`src/rtl/rom_fetch_pkg.sv`:
```
`default_nettype none
// ============================================================================
//  Module      : rom_fetch_pkg
//  Description : Shared types and constants for the ROM burst reader:
//                FSM state encoding, buffered-word record, and the legal
//                ranges for ROM latency and output buffer depth.
//  Revision    : 1.0 - initial release
// ============================================================================
package rom_fetch_pkg;

    localparam int C_DATA_WIDTH          = 16;
    localparam int C_ADDR_WIDTH          = 8;
    localparam int C_LEN_WIDTH           = 8;

    localparam int C_ROM_LATENCY_MIN     = 1;
    localparam int C_ROM_LATENCY_MAX     = 3;
    localparam int C_ROM_LATENCY_DEFAULT = 1;
    localparam int C_FIFO_DEPTH_DEFAULT  = 4;

    typedef enum logic [1:0] {
        ST_IDLE  = 2'd0,
        ST_ISSUE = 2'd1,
        ST_DRAIN = 2'd2,
        ST_DONE  = 2'd3
    } state_t;

    // One buffered ROM word with the address it came from and its error tag
    typedef struct packed {
        logic [C_DATA_WIDTH-1:0] data;
        logic [C_ADDR_WIDTH-1:0] addr;
        logic                    err;
    } fifo_entry_t;

    // Depth must be a power of two and must cover every word that can be in
    // flight when the buffer is otherwise full.
    function automatic bit cfg_ok(input int depth, input int latency);
        return (latency >= C_ROM_LATENCY_MIN) && (latency <= C_ROM_LATENCY_MAX) &&
               (depth >= latency + 1) && ((depth & (depth - 1)) == 0);
    endfunction

endpackage
`default_nettype wire

```
`src/rtl/rom_fetch_if.sv`:
```
`default_nettype none
// ============================================================================
//  Module      : rom_fetch_if
//  Description : ROM data port plus the valid/ready output word stream.
//                master = the reader, slave = ROM + downstream consumer.
//  Revision    : 1.0 - initial release
// ============================================================================
interface rom_fetch_if;
    import rom_fetch_pkg::*;

    logic [C_ADDR_WIDTH-1:0] rom_addr;
    logic                    rom_en;
    logic [C_DATA_WIDTH-1:0] rom_data;
    logic                    rom_error;

    logic                    out_valid;
    logic                    out_ready;
    logic [C_DATA_WIDTH-1:0] out_data;
    logic [C_ADDR_WIDTH-1:0] out_addr;
    logic                    out_err;

    modport master (
        output rom_addr, rom_en,
        input  rom_data, rom_error,
        output out_valid, out_data, out_addr, out_err,
        input  out_ready
    );

    modport slave (
        input  rom_addr, rom_en,
        output rom_data, rom_error,
        input  out_valid, out_data, out_addr, out_err,
        output out_ready
    );

endinterface
`default_nettype wire

```
`src/rtl/rom_fetch_fifo.sv`:
```
`default_nettype none
// ============================================================================
//  Module      : rom_fetch_fifo
//  Description : Small synchronous FIFO. Head word is read straight from
//                storage flops, so a push is visible on the next cycle.
//                Push and pop in the same cycle are allowed even when full.
//  Revision    : 1.0 - initial release
// ============================================================================
module rom_fetch_fifo
    import rom_fetch_pkg::*;
#(
    parameter int DEPTH     = 4,
    parameter int CNT_WIDTH = $clog2(DEPTH + 1)
) (
    input  wire logic                 clk,
    input  wire logic                 rst,
    input  wire logic                 i_push,
    input  fifo_entry_t               i_entry,
    input  wire logic                 i_pop,
    output fifo_entry_t               o_entry,
    output logic                      o_valid,
    output logic [CNT_WIDTH-1:0]      o_count
);

    localparam int PTR_WIDTH = $clog2(DEPTH);

    fifo_entry_t            r_mem [DEPTH];
    logic [PTR_WIDTH-1:0]   r_wr_ptr;
    logic [PTR_WIDTH-1:0]   r_rd_ptr;
    logic [CNT_WIDTH-1:0]   r_count;
    logic                   w_pop;

    // A pop on an empty FIFO is ignored
    assign w_pop = i_pop && (r_count != '0);

    // Storage, pointers and occupancy; storage is cleared so an empty head reads zero
    always_ff @(posedge clk or posedge rst) begin
        if (rst) begin
            for (int i = 0; i < DEPTH; i++) begin
                r_mem[i] <= '0;
            end
            r_wr_ptr <= '0;
            r_rd_ptr <= '0;
            r_count  <= '0;
        end else begin
            if (i_push) begin
                r_mem[r_wr_ptr] <= i_entry;
                r_wr_ptr        <= r_wr_ptr + PTR_WIDTH'(1);
            end
            if (w_pop) begin
                r_rd_ptr <= r_rd_ptr + PTR_WIDTH'(1);
            end
            r_count <= r_count + CNT_WIDTH'(i_push) - CNT_WIDTH'(w_pop);
        end
    end

    assign o_entry = r_mem[r_rd_ptr];
    assign o_valid = (r_count != '0);
    assign o_count = r_count;

endmodule
`default_nettype wire

```
`src/rtl/rom_fetch.sv`:
```
`default_nettype none
// ============================================================================
//  Module      : rom_fetch
//  Description : Burst reader for the project ROM. Issues consecutive
//                addresses under a credit scheme, tracks the fixed ROM read
//                latency, buffers returned words and streams them out over
//                valid/ready with the source address and error tag.
//  Options     : ROM_FETCH_ERR_ABORT_EN - stop issuing after the first word
//                returned with rom_error set (in-flight words still drain).
//  Revision    : 1.0 - initial release
// ============================================================================
module rom_fetch
    import rom_fetch_pkg::*;
#(
    parameter int ROM_LATENCY = C_ROM_LATENCY_DEFAULT,
    parameter int FIFO_DEPTH  = C_FIFO_DEPTH_DEFAULT
) (
    input  wire logic                    clk,
    input  wire logic                    rst,
    input  wire logic                    i_start,
    input  wire logic [C_ADDR_WIDTH-1:0] i_base_addr,
    input  wire logic [C_LEN_WIDTH-1:0]  i_length,
    rom_fetch_if.master                  bus,
    output logic                         o_busy,
    output logic                         o_done,
    output logic                         o_err_flag
);

    localparam int FIFO_CNT_WIDTH = $clog2(FIFO_DEPTH + 1);
    localparam int CNT_WIDTH      = $clog2(FIFO_DEPTH + ROM_LATENCY + 2) + 1;

    if (!cfg_ok(FIFO_DEPTH, ROM_LATENCY)) begin : g_param_check
        $error("rom_fetch: illegal ROM_LATENCY / FIFO_DEPTH combination");
    end

    state_t                     r_state;
    logic                       r_rom_en;
    logic [C_ADDR_WIDTH-1:0]    r_rom_addr;
    logic [C_ADDR_WIDTH-1:0]    r_next_addr;
    logic [C_LEN_WIDTH-1:0]     r_remaining;
    logic                       r_busy;
    logic                       r_done;
    logic                       r_err_flag;

    logic                       r_pipe_v    [ROM_LATENCY];
    logic [C_ADDR_WIDTH-1:0]    r_pipe_addr [ROM_LATENCY];

    fifo_entry_t                w_push_entry;
    fifo_entry_t                w_fifo_out;
    logic                       w_push;
    logic                       w_pop;
    logic                       w_fifo_valid;
    logic [FIFO_CNT_WIDTH-1:0]  w_fifo_count;
    logic [CNT_WIDTH-1:0]       w_inflight;
    logic [CNT_WIDTH-1:0]       w_total_next;
    logic                       w_credit;
    logic                       w_push_err;
    logic                       w_abort;

    // The oldest pipeline stage lines up with the ROM's returned word
    assign w_push       = r_pipe_v[ROM_LATENCY-1];
    assign w_push_entry = '{data: bus.rom_data,
                            addr: r_pipe_addr[ROM_LATENCY-1],
                            err:  bus.rom_error};
    assign w_push_err   = w_push && bus.rom_error;
    assign w_pop        = w_fifo_valid && bus.out_ready;

`ifdef ROM_FETCH_ERR_ABORT_EN
    assign w_abort = w_push_err;
`else
    assign w_abort = 1'b0;
`endif

    // Words already committed: the one on the ROM port plus every pipeline stage
    always_comb begin
        w_inflight = CNT_WIDTH'(r_rom_en);
        for (int i = 0; i < ROM_LATENCY; i++) begin
            w_inflight = w_inflight + CNT_WIDTH'(r_pipe_v[i]);
        end
    end

    // Buffer slots that will be spoken for after this edge; issuing next cycle
    // is only safe while this stays below the depth.
    assign w_total_next = CNT_WIDTH'(w_fifo_count) - CNT_WIDTH'(w_pop) + w_inflight;
    assign w_credit     = (w_total_next < CNT_WIDTH'(FIFO_DEPTH));

    // Latency tracker: shift the issued {valid, addr} toward the capture point
    always_ff @(posedge clk or posedge rst) begin
        if (rst) begin
            for (int i = 0; i < ROM_LATENCY; i++) begin
                r_pipe_v[i]    <= 1'b0;
                r_pipe_addr[i] <= '0;
            end
        end else begin
            r_pipe_v[0]    <= r_rom_en;
            r_pipe_addr[0] <= r_rom_addr;
            for (int i = 1; i < ROM_LATENCY; i++) begin
                r_pipe_v[i]    <= r_pipe_v[i-1];
                r_pipe_addr[i] <= r_pipe_addr[i-1];
            end
        end
    end

    // Burst control FSM; all handshake outputs are registered here
    always_ff @(posedge clk or posedge rst) begin
        if (rst) begin
            r_state     <= ST_IDLE;
            r_rom_en    <= 1'b0;
            r_rom_addr  <= '0;
            r_next_addr <= '0;
            r_remaining <= '0;
            r_busy      <= 1'b0;
            r_done      <= 1'b0;
            r_err_flag  <= 1'b0;
        end else begin
            r_done   <= 1'b0;
            r_rom_en <= 1'b0;
            if (w_push_err) begin
                r_err_flag <= 1'b1;
            end
            case (r_state)
                ST_IDLE: begin
                    if (i_start) begin
                        r_err_flag <= 1'b0;
                        if (i_length == '0) begin
                            r_state <= ST_DONE;
                            r_done  <= 1'b1;
                            r_busy  <= 1'b0;
                        end else begin
                            // Buffer is empty in IDLE, so the first issue needs no credit check
                            r_busy      <= 1'b1;
                            r_rom_en    <= 1'b1;
                            r_rom_addr  <= i_base_addr;
                            r_next_addr <= i_base_addr + C_ADDR_WIDTH'(1);
                            r_remaining <= i_length - C_LEN_WIDTH'(1);
                            r_state     <= (i_length == C_LEN_WIDTH'(1)) ? ST_DRAIN : ST_ISSUE;
                        end
                    end
                end
                ST_ISSUE: begin
                    if (w_abort) begin
                        r_state <= ST_DRAIN;
                    end else if (w_credit) begin
                        r_rom_en    <= 1'b1;
                        r_rom_addr  <= r_next_addr;
                        r_next_addr <= r_next_addr + C_ADDR_WIDTH'(1);
                        r_remaining <= r_remaining - C_LEN_WIDTH'(1);
                        if (r_remaining == C_LEN_WIDTH'(1)) begin
                            r_state <= ST_DRAIN;
                        end
                    end
                end
                ST_DRAIN: begin
                    // Finish once nothing is in flight and the last word leaves this cycle
                    if (w_total_next == '0) begin
                        r_state <= ST_DONE;
                        r_done  <= 1'b1;
                        r_busy  <= 1'b0;
                    end
                end
                ST_DONE: begin
                    r_state <= ST_IDLE;
                end
                default: begin
                    r_state <= ST_IDLE;
                end
            endcase
        end
    end

    rom_fetch_fifo #(
        .DEPTH     (FIFO_DEPTH),
        .CNT_WIDTH (FIFO_CNT_WIDTH)
    ) u_fifo (
        .clk     (clk),
        .rst     (rst),
        .i_push  (w_push),
        .i_entry (w_push_entry),
        .i_pop   (w_pop),
        .o_entry (w_fifo_out),
        .o_valid (w_fifo_valid),
        .o_count (w_fifo_count)
    );

    assign bus.rom_en    = r_rom_en;
    assign bus.rom_addr  = r_rom_addr;
    assign bus.out_valid = w_fifo_valid;
    assign bus.out_data  = w_fifo_out.data;
    assign bus.out_addr  = w_fifo_out.addr;
    assign bus.out_err   = w_fifo_out.err;

    assign o_busy     = r_busy;
    assign o_done     = r_done;
    assign o_err_flag = r_err_flag;

endmodule
`default_nettype wire

```
`src/flat_wrapper.sv`:
```
// flat-port wrapper written by rule: the top's interface ports become plain ports
module rom_fetch_flat import rom_fetch_pkg::*;
#(
    parameter int ROM_LATENCY = C_ROM_LATENCY_DEFAULT,
    parameter int FIFO_DEPTH  = C_FIFO_DEPTH_DEFAULT
)
  (clk, rst, i_start, i_base_addr, i_length, o_busy, o_done, o_err_flag, bus_rom_addr, bus_rom_en, bus_rom_data, bus_rom_error, bus_out_valid, bus_out_data, bus_out_addr, bus_out_err, bus_out_ready);
  rom_fetch_if bus_i ();
  input  wire logic clk;
  input  wire logic rst;
  input  wire logic i_start;
  input  wire logic [C_ADDR_WIDTH-1:0] i_base_addr;
  input  wire logic [C_LEN_WIDTH-1:0] i_length;
  output logic o_busy;
  output logic o_done;
  output logic o_err_flag;
  output wire logic [$bits(bus_i.rom_addr)-1:0] bus_rom_addr;
  output wire logic [$bits(bus_i.rom_en)-1:0] bus_rom_en;
  input wire logic [$bits(bus_i.rom_data)-1:0] bus_rom_data;
  input wire logic [$bits(bus_i.rom_error)-1:0] bus_rom_error;
  output wire logic [$bits(bus_i.out_valid)-1:0] bus_out_valid;
  output wire logic [$bits(bus_i.out_data)-1:0] bus_out_data;
  output wire logic [$bits(bus_i.out_addr)-1:0] bus_out_addr;
  output wire logic [$bits(bus_i.out_err)-1:0] bus_out_err;
  input wire logic [$bits(bus_i.out_ready)-1:0] bus_out_ready;
  assign bus_rom_addr = bus_i.rom_addr;
  assign bus_rom_en = bus_i.rom_en;
  assign bus_i.rom_data = bus_rom_data;
  assign bus_i.rom_error = bus_rom_error;
  assign bus_out_valid = bus_i.out_valid;
  assign bus_out_data = bus_i.out_data;
  assign bus_out_addr = bus_i.out_addr;
  assign bus_out_err = bus_i.out_err;
  assign bus_i.out_ready = bus_out_ready;
  rom_fetch #(.ROM_LATENCY(ROM_LATENCY), .FIFO_DEPTH(FIFO_DEPTH)) u_core (.clk(clk), .rst(rst), .i_start(i_start), .i_base_addr(i_base_addr), .i_length(i_length), .bus(bus_i), .o_busy(o_busy), .o_done(o_done), .o_err_flag(o_err_flag));
endmodule
```
`config.mk`:
```
export PLATFORM = sky130hd
export DESIGN_NAME = rom_fetch_flat
export DESIGN_NICKNAME = d
export VERILOG_FILES = /design/src/rtl/rom_fetch_pkg.sv /design/src/rtl/rom_fetch_if.sv /design/src/rtl/rom_fetch_fifo.sv /design/src/rtl/rom_fetch.sv /design/src/flat_wrapper.sv
export SDC_FILE = /design/constraint.sdc
export NUM_CORES = 1
export LEC_CHECK = 0
export BUFFER_PORTS_ARGS = -buffer_cell sky130_fd_sc_hd__buf_4
export CORE_MARGIN = 4
export CORE_UTILIZATION = 25
export CTS_CLUSTER_DIAMETER = 80
export DETAILED_ROUTE_END_ITERATION = 8
export REMOVE_ABC_BUFFERS = 1
export SYNTH_ARGS = -nofsm -noshare
export SYNTH_HDL_FRONTEND = slang
export SYNTH_SLANG_ARGS = --single-unit
```
`constraint.sdc`:
```
create_clock -name clk -period 5.9 [get_ports clk]
set_input_delay 0.885 -clock clk [delete_from_list [all_inputs] [get_ports clk]]
set_output_delay 0.885 -clock clk [all_outputs]
set_load 0.05 [all_outputs]
```
==> flow_summary_export.csv, run 1 <==
group,metric,value,unit
logic_synthesis,async_flop_share,1.00,
placement,globalplace.congestion,0.719,
layout,num_antenna_cells,0,
logic_synthesis,synthCells,523,
cts,cts_sinks,146,
timing,fin_crit_sh,0.674,
logic_synthesis,netlist_area,7080,um^2
floorplanning,die_h,176,um
cts,postCtsSetupBuffers,0,
cts,ctsLongestPathBuffers,2,
layout,postLayoutCoreUtil,0.311,
logic_synthesis,yosysUniqueCellTypes,55,
logic_synthesis,synth_seq_area_share,0.516,
global_routing,overflow,0,
outcome,status,"finished clean",
timing,finalClockSkew,0.00898,ns
timing,fin_tns_setup,0,ns
drt,wl_per_cell,15.4,um
setup_path,r2r_start,"u_core.u_fifo.o_count[2]",
drt,ant_nets,0,
drt,firstDrtPassIters,5,
setup_path,rr_worst_depth,11,
cts,cts_resized,0,
floorplanning,rows,61,
timing,max_freq,252,MHz
logic_synthesis,synth_edf_count,0,
logic_synthesis,synth_seq_cells,146,
floorplanning,die_width,176,um
layout,drive_above_1_share,0.419,
layout,layout.cells.non_filler,992,
placement,io_buffers,74,
setup_path,crit_fanout,25,
cts,tritoncts,"built",
global_routing,grtUsageTotal,0.102,
timing,tightest_slew,0.965,ns
layout,nets,660,
flow_run,drv_cap,0,
floorplanning,die_area,31100,um^2
global_routing,grt_first_pass_wirelength,25.2,mm
global_routing,grt_max_degree,105,
timing,slew_viol_final,0,
setup_path,cp-end-kind,"flop",
drt,viasPerCell,4.39,
layout,final_cell_area,8670,um^2
timing,hold_viol_final,0,
placement,dp.cells,960,
logic_synthesis,synth_warnings,0,
drt,routed_wl,15.3,mm
timing,finalSetupViolations,0,
setup_path,timing.rr.end,"u_core.r_next_addr[5]",
logic_synthesis,synthFlopType,"dfrtp_1",
cts,cts_root_buf,"clkbuf_16",
timing,rsz0062_at_grt,"false",
placement,dp_hpwl,10.3,mm
global_routing,antenna_found_initial,0,
layout,final_common_cell,"dfrtp_1",
layout,final_cell_mix,"dfrtp_1, mux2_2, buf_4, nand2_1, mux4_2",
timing,slew_headroom,0.356,
worst_hold_path,whs_path_depth,0,
setup_path,critPathArrivalTime,4.28,ns
placement,dpl_cell_area,8060,um^2
setup_path,required,6.21,ns
cts,cts-htree-levels,4,
global_routing,grt_pass1_vias,4584,
drt,drt_iter0_drc,268,
cts,cts_made_buffers,17,
timing,fin_crit,3.97,ns
setup_path,startpoint,"u_core.u_fifo.o_count[2]",
floorplanning,start_util,0.254,
worst_hold_path,hp-start,"u_core.bus.rom_addr[3]",
drt,vias,4353,
cts,clock_latency,0.42,ns
cts,cts.clk_slew.worst_paths,0.07,ns
setup_path,rrSetupSlack,1.93,ns
cts,holdBufCountCts,0,
setup_path,worstSetupPathType,"flop to flop",
floorplanning,core,27900,um^2
worst_hold_path,hold_path_class,"flop to flop",
layout,area_growth_syn_to_layout,22.5,%
worst_hold_path,hold_end,"u_core.r_pipe_addr[3]",
drt,drc_errors,0,
floorplanning,io_pins,75,
logic_synthesis,avgSynthCellArea,13.5,um^2
setup_path,critPathLaunchType,"flop",
layout,nFillCells,2802,
## final cells by class
class	count	area (um^2)	share of cell area
timing repair buffer	82	616	0.0710
inverter	23	91.3	0.0105
tap	378	473	0.0545
clock inverter	12	155	0.0179
clock buffer	20	457	0.0527
multi-input combinational	331	3220	0.372
sequential	146	3650	0.422
## per-layer routing
layer / share of wire / routed length [um] / GRT usage / vias up
met1: 0.47 / 7190 / 0.138 / 2174
met3: 0.048 / 726 / 0.0266 / 17
li1: - / - / - / 2081
met2: 0.47 / 7140 / 0.162 / 81
met5: 0 / 0 / 0 / -
met4: 0.013 / 206 / 0.0335 / 0
## flip-flops by register name, summed over array words and instances, names as in the netlist, 2 cells and up
signal	cells
u_core.bus.rom_addr	8
u_core.u_fifo.r_mem	100
u_core.r_next_addr	8
u_core.u_fifo.o_count	3
u_core.r_state	2
u_core.r_remaining	8
u_core.u_fifo.r_wr_ptr	2
u_core.u_fifo.r_rd_ptr	2
u_core.r_pipe_addr	8
## how the worst max path moves through the flow
stage | to | slack (ns)
floorplan | u_core.bus.rom_addr[0] | 1.09
global placement | u_core.r_next_addr[6] | 1.97
detailed placement | u_core.r_next_addr[5] | 1.91
CTS | u_core.r_next_addr[5] | 1.92
global route | u_core.r_next_addr[7] | 1.71
finish | u_core.r_next_addr[5] | 1.93
## logic make-up (layout without fill, tap and decap cells)
logic type / after synthesis / count (layout) / synth area share
AOI/OAI and AO/OA: 60 / 60 / 0.0633
xor gates and xnor gates: 16 / 16 / 0.0198
adders and majority gates: 22 / 22 / 0.0410
buffers and inverters: 46 / 137 / 0.0281
DFF: 146 / 146 / 0.516
muxes: 138 / 138 / 0.258
and+or+nand+nor: 95 / 95 / 0.0737
## stage by stage
stage | setup slack [ns] | hold WS [ns]
finish | 1.93 | 0.405
global route | 1.71 | 0.426
CTS | 1.92 | 0.415
detailed placement | 1.91 | 0.399
global placement | 1.97 | 0.398
floorplan | 1.09 | 0.463
## critical path: stages (launching register included)
cell and delay, ns:
dfrtp_1 0.45, or3_2 0.51, and2_1 0.22, ha_1 0.29, inv_1 0.04, ha_1 0.20
fa_1 0.45, nand3b_1 0.17, o32ai_4 0.13, o32ai_4 0.83, o21ai_0 0.21, a221o_1 0.34
## synthesized netlist by cell type, types with 2 or more instances
master	n	area [um^2]
a211o_1	3	26.3
a21oi_1	7	35.0
a221o_1	4	40.0
a22oi_1	2	15.0
a31oi_1	2	12.5
and2_1	2	12.5
buf_2	6	30.0
buf_6	2	22.5
clkbuf_1	13	48.8
dfrtp_1	146	3650
fa_1	2	40.0
ha_1	20	250
inv_1	23	86.3
mux2_2	104	1170
mux2i_1	9	90.1
mux4_2	25	563
nand2_1	25	93.8
nand2b_1	8	50.1
nand3_1	7	35.0
nand3b_1	4	30.0
nand4_1	3	18.8
nand4b_1	2	17.5
nor2_1	15	56.3
nor2_2	3	18.8
nor2b_1	2	12.5
nor3_1	6	30.0
nor4_1	4	25.0
o21ai_0	22	110
o22ai_1	3	18.8
o32ai_1	4	35.0
o32ai_4	2	55.1
or2_2	2	12.5
or3_1	3	18.8
or4_1	3	22.5
xnor2_1	12	105
xor2_1	4	35.0
Power of run 1 is not shown: default switching activity piles up to over one toggle a cycle in this logic, so the estimate is an artifact.
==> inputs of run 2 (changes only) <==
--- a/config.mk
+++ b/config.mk
@@ -5,6 +5,7 @@
 export SDC_FILE = /design/constraint.sdc
 export NUM_CORES = 1
 export LEC_CHECK = 0
+export ABC_AREA = 1
 export BUFFER_PORTS_ARGS = -buffer_cell sky130_fd_sc_hd__buf_4
 export CORE_MARGIN = 4
 export CORE_UTILIZATION = 25
==> constraint.sdc (replaced) <==
create_clock -name clk -period 4 [get_ports clk]
set_input_delay 0.6 -clock clk [delete_from_list [all_inputs] [get_ports clk]]
set_output_delay 0.6 -clock clk [all_outputs]
set_load 0.05 [all_outputs]
==> run 2 against run 1 <==
Sequential share of layout area up 1.4 points; wire length rose by 8.6%; count of clock-buffer cells in the layout unchanged; via count increased by 27%; sequential cell count did not move; critical path type is now flop to primary output; largest cell class unchanged; highest routed layer unchanged.
==> flow_summary_export.csv, run 2 <==
group,metric,value,unit
floorplanning,start_util,0.255,
setup_path,crit_slowest_cell,"clkinv_1",
placement,io_buffers,74,
floorplanning,die_h,174,um
timing,hold_viol_final,0,
timing,fin_ws,0.873,ns
drt,drc_errors,0,
setup_path,critPathBufInv,3,
layout,drive_above_1_share,0.143,
setup_path,r2r_start,"u_core.r_pipe_v",
cts,cts-htree-levels,4,
layout,largest-register,"u_core.u_fifo.r_mem",
logic_synthesis,avgSynthCellArea,8.38,um^2
timing,finalSetupViolations,0,
logic_synthesis,synthCells,825,
layout,area_growth_syn_to_layout,21.5,%
layout,final_cell_mix,"nand2_1, o21ai_0, dfrtp_1, buf_4, nor2_1",
logic_synthesis,yosysUniqueCellTypes,33,
global_routing,grt_first_pass_wirelength,28.0,mm
setup_path,crit_fanout,35,
setup_path,path_depth,5,
timing,fin_crit,3.13,ns
placement,pre_cts_ws,1.14,ns
cts,cts_made_buffers,17,
setup_path,critPathArrivalTime,2.53,ns
layout,largest_register_ffs,100,
timing,rsz0062_at_grt,"false",
cts,tritoncts,"built",
outcome,status,"finished clean",
logic_synthesis,async_flop_share,1.00,
setup_path,crit_path_max_incr_delay,0.73,ns
global_routing,overflow,0,
timing,slew_headroom,0.356,
logic_synthesis,synth_top_area_cell,"dfrtp_1",
logic_synthesis,synth_seq_area_share,0.529,
global_routing,antenna_found_initial,0,
drt,firstDrtPassIters,4,
cts,cts_resized,0,
layout,nFillCells,2875,
drt,vias,5524,
global_routing,grtUsageTotal,0.113,
timing,max_freq,320,MHz
cts,postCtsSetupBuffers,0,
timing,tightest_slew,0.961,ns
logic_synthesis,synth_seq_cells,146,
global_routing,grt_max_degree,91,
floorplanning,io_pins,75,
floorplanning,die_width,174,um
cts,cts_root_buf,"clkbuf_16",
drt,drt_iter0_drc,269,
worst_hold_path,hold_path_class,"primary input to asynchronous set/reset pin",
setup_path,critPathLaunchType,"flop",
floorplanning,rows,60,
cts,ctsLongestPathBuffers,2,
floorplanning,die_area,30400,um^2
setup_path,cpMostUsedCell,"buf_4",
setup_path,worstSetupPathType,"flop to primary output",
timing,fin_tns_setup,0,ns
logic_synthesis,synth_top_area_share,0.529,
logic_synthesis,synth_most_common_cell,"nand2_1",
flow_run,drv_cap,0,
timing,slew_viol_final,0,
setup_path,rr_worst_depth,13,
layout,num_antenna_cells,0,
global_routing,grt_pass1_vias,5323,
timing,fin_crit_sh,0.782,
logic_synthesis,synth_common_cells,"nand2_1, o21ai_0, dfrtp_1, nor2_1, inv_1",
drt,wl_met2,7.60,mm
placement,dp_hpwl,10.4,mm
drt,routed_wl,16.6,mm
timing,finalClockSkew,0.00889,ns
drt,ant_nets,0,
logic_synthesis,synth_edf_count,0,
layout,final_common_cell,"nand2_1",
logic_synthesis,synthFlopType,"dfrtp_1",
logic_synthesis,yosys-top-cells-area,"dfrtp_1, o21ai_0, nand2_1, nor2_1, inv_1",
setup_path,startpoint,"u_core.u_fifo.r_rd_ptr[0]",
drt,viasPerCell,4.38,
logic_synthesis,synth_warnings,0,
setup_path,crit_family,"buffers and inverters",
setup_path,required,3.40,ns
drt,wl_per_cell,13.1,um
drt,m1WireLength,8.16,mm
cts,cts_sinks,146,
cts,holdBufCountCts,0,
floorplanning,core,27100,um^2
setup_path,cp_cell_sequence,"clkinv_1, buf_4, o21ai_0, o22ai_1, buf_4",
logic_synthesis,netlist_area,6910,um^2
setup_path,cp-end-kind,"primary output",
drt,met3_length,716,um
layout,nets,939,
placement,globalplace.congestion,0.798,
drt,top_layer,"met4",
cts,clock_latency,0.42,ns
cts,cts.clk_slew.worst_paths,0.06,ns
run 2: changes by cell type in the layout (fill, tap and decap cells not counted), sizes merged, moves of 9 or more:
cell / delta
nor2: +59
inv: +47
mux2i: -9
nand2: +182
mux2: -104
o21ai: +161
mux4: -25
o22ai: +22
nand3: +9
run 2: cell families after synthesis:
family	Yosys count	share of synthesized area
adders and majority gates	22	0.0420
buffers and inverters	116	0.0681
and+or+nand+nor	310	0.180
AOI/OAI and AO/OA	219	0.166
DFF	146	0.529
xor gates and xnor gates	12	0.0152
run 2: worst register-to-register path, cell delays in order (launching register included):
cell,delay (ns)
dfrtp_1,0.50
ha_1,0.33
inv_1,0.04
ha_1,0.26
inv_1,0.04
ha_1,0.20
fa_1,0.38
xnor2_1,0.21
nand3_1,0.14
nand2_1,0.12
nand2_4,0.23
inv_4,0.20
nand2_1,0.08
nand2_1,0.05
run 2: worst paths after layout:
kind                                            to  slack (ns)
setup / recovery                   bus_out_data[8]        0.87
hold / removal                   u_core.o_err_flag        0.33
setup reg to reg             u_core.r_next_addr[1]        1.17
hold reg to reg                    u_core.r_pipe_v        0.42
max in group asynchronous  u_core.u_fifo.r_mem[49]        2.87
min in group clk                   u_core.r_pipe_v        0.42
run 2: per-layer routing:
metal / vias to the layer above / GRT usage
met4: 0 / 0.0218
met5: - / 0
met1: 2623 / 0.153
met3: 7 / 0.0341
li1: 2796 / -
met2: 98 / 0.180
run 2: area by class of cell:
| class | count | area [um^2] | area share |
|---|---|---|---|
| timing repair buffer | 79 | 606 | 0.0721 |
| tap | 372 | 465 | 0.0554 |
| clock inverter | 9 | 134 | 0.0159 |
| multi-input combinational | 563 | 2800 | 0.333 |
| sequential | 146 | 3650 | 0.435 |
| clock buffer | 20 | 457 | 0.0544 |
| inverter | 73 | 282 | 0.0335 |
run 2: per-stage QoR:
stage,instances,cell area [um^2],utilization,hold slack (ns)
2_1_floorplan,782,6720,-,0.441
3_3_place_gp,1233,7800,0.288,0.408
3_5_place_dp,1233,7800,0.288,0.409
4_1_cts,1262,8400,0.310,0.389
5_1_grt,1262,8400,0.310,0.393
6_report,1262,8400,0.310,0.331
Power of run 2 is left out for the same reason.
==> inputs of run 3 (changes only) <==
--- a/config.mk
+++ b/config.mk
@@ -5,7 +5,7 @@
 export SDC_FILE = /design/constraint.sdc
 export NUM_CORES = 1
 export LEC_CHECK = 0
-export ABC_AREA = 1
+export ABC_AREA = 0
 export BUFFER_PORTS_ARGS = -buffer_cell sky130_fd_sc_hd__buf_4
 export CORE_MARGIN = 4
 export CORE_UTILIZATION = 25
==> constraint.sdc (replaced) <==
create_clock -name clk -period 3.2 [get_ports clk]
set_input_delay 0.48 -clock clk [delete_from_list [all_inputs] [get_ports clk]]
set_output_delay 0.48 -clock clk [all_outputs]
set_load 0.05 [all_outputs]
==> run 3 against run 2 <==
Clock skew rose by 0.0014 ns; global-route usage fell by 0.93 points; design area rose by 7.0%; utilization rose by 1.3 points; via count fell by 18%; critical endpoint is now u_core.r_next_addr[4]; largest cell class unchanged.
==> flow_summary_export.csv, run 3 (synthesis results as in run 1) <==
group,metric,value,unit
drt,ant_nets,0,
cts,cts_sinks,146,
timing,fin_crit,3.13,ns
layout,nFillCells,2795,
floorplanning,core,27900,um^2
layout,final_cell_mix,"dfrtp_1, mux2_2, buf_4, nand2_1, mux4_2",
layout,area_growth_syn_to_layout,26.9,%
layout,final_common_cell,"dfrtp_1",
layout,layout.cells.non_filler,1015,
setup_path,crit_path_max_incr_delay,0.40,ns
global_routing,grt_max_degree,78,
drt,vias,4536,
timing,rsz0062_at_grt,"true",
setup_path,crit_family,"adder cells",
cts,ctsLongestPathBuffers,2,
cts,cts_made_buffers,17,
setup_path,required,3.50,ns
cts,holdBufCountCts,0,
layout,final_cell_area,8980,um^2
worst_hold_path,hold_path_class,"primary input to asynchronous set/reset pin",
outcome,status,"finished clean",
floorplanning,rows,61,
cts,cts_root_buf,"clkbuf_16",
floorplanning,die_h,176,um
drt,firstDrtPassIters,4,
timing,tightest_slew,0.729,ns
global_routing,grt_first_pass_wirelength,25.2,mm
drt,viasPerCell,4.47,
layout,largest-register,"u_core.u_fifo.r_mem",
global_routing,gr-max-usage-layer,"met2",
floorplanning,die_area,31100,um^2
timing,slew_viol_final,0,
floorplanning,io_pins,75,
timing,holdWs,0.166,ns
cts,tritoncts,"built",
timing,fin_ws,0.0707,ns
placement,globalplace.congestion,0.759,
placement,pre_cts_ws,-0.212,ns
global_routing,overflow,0,
cts,cts-htree-levels,4,
cts,clock_latency,0.42,ns
setup_path,critPathLaunchType,"flop",
setup_path,critPathBufInv,4,
drt,wl_per_cell,15.4,um
setup_path,critPathArrivalTime,3.43,ns
drt,drc_errors,0,
global_routing,grtUsageTotal,0.103,
global_routing,use_met3,0.0259,
layout,drive_above_1_share,0.454,
timing,finalSetupViolations,0,
global_routing,use_met1,0.139,
timing,finalClockSkew,0.0103,ns
layout,num_antenna_cells,0,
placement,io_buffers,74,
timing,slew_headroom,0.514,
floorplanning,start_util,0.254,
timing,hold_viol_final,0,
global_routing,grt_pass1_vias,4623,
layout,nets,683,
setup_path,crit_fanout,6,
cts,cts.clk_slew.worst_paths,0.06,ns
drt,routed_wl,15.6,mm
global_routing,grt.met2_usage,0.164,
flow_run,drv_cap,0,
global_routing,antenna_found_initial,0,
timing,fin_crit_sh,0.978,
layout,largest_register_ffs,100,
setup_path,cp_cell_sequence,"or3_4, and2_4, ha_4, inv_2, ha_4, fa_2, o32ai_4, o32ai_4, buf_4, clkbuf_16, buf_4, a211o_1",
floorplanning,die_width,176,um
placement,dp.cells,977,
timing,max_freq,320,MHz
drt,drt_iter0_drc,229,
setup_path,cp-end-kind,"flop",
placement,dpl_cell_area,8210,um^2
setup_path,crit_slowest_cell,"fa_2",
placement,dp_hpwl,10.4,mm
setup_path,worstSetupPathType,"flop to flop",
## run 3: cell types whose count changed in the layout (fill, tap and decap cells not counted), sizes merged, moves of 9 or more
cell   before  now
mux2        0  104
nand3      16    7
nor2       77   18
buf        79  103
mux2i       0    9
inv        72   25
nand2     207   25
o22ai      25    3
mux4        0   25
o21ai     183   22
## run 3: final timing paths
check / depth (start not counted) / startpoint / slack (ns) / end
setup reg to reg: 12 / u_core.u_fifo.o_count[2] / 0.07 / u_core.r_next_addr[4]
hold / removal: 2 / rst / 0.17 / u_core.bus.rom_addr[1]
setup / recovery: 12 / u_core.u_fifo.o_count[2] / 0.07 / u_core.r_next_addr[4]
max in group asynchronous: 3 / rst / 2.16 / u_core.u_fifo.r_mem[68]
hold reg to reg: 0 / u_core.bus.rom_addr[4] / 0.40 / u_core.r_pipe_addr[4]
min in group clk: 2 / i_start / 0.27 / u_core.o_err_flag
## run 3: per-stage QoR
step | util | setup TNS (ns)
after floorplan | - | -188.69
after global placement | 0.295 | -0.696
after detailed placement | 0.295 | -1.72
after CTS | 0.319 | -0.00796
after global routing | 0.322 | -0.0365
final | 0.322 | 0
## run 3: worst register-to-register path, cell delays in order (launching register included)
cell	delay, ns
dfrtp_1	0.37
or3_4	0.39
and2_4	0.16
ha_4	0.26
inv_2	0.04
ha_4	0.16
fa_2	0.40
o32ai_4	0.33
o32ai_4	0.16
buf_4	0.20
clkbuf_16	0.15
buf_4	0.13
a211o_1	0.28
## run 3: final cells by class
class / instances / area, um^2 / share of cell area
Tap cell: 378 / 473 / 0.0527
Timing Repair Buffer: 105 / 852 / 0.0949
Clock inverter: 11 / 151 / 0.0169
Clock buffer: 21 / 470 / 0.0524
Multi-Input combinational cell: 331 / 3290 / 0.366
Inverter: 23 / 91.3 / 0.0102
Sequential cell: 146 / 3650 / 0.407
## run 3: timing repair
action,CTS,global route
cloned,0,3
endpoints found under the setup margin,23,21
pin swaps,3,5
gates resized for setup,14,4
buffers inserted,1,2
## run 3: metal layers
layer  wire [um]  up-vias  part of all wire
met3         681       18             0.044
li1            -     2132                 -
met5           0        -                 0
met4         205        0             0.013
met2        7510       97              0.48
met1        7250     2289              0.46
Power of run 3 is left out for the same reason.
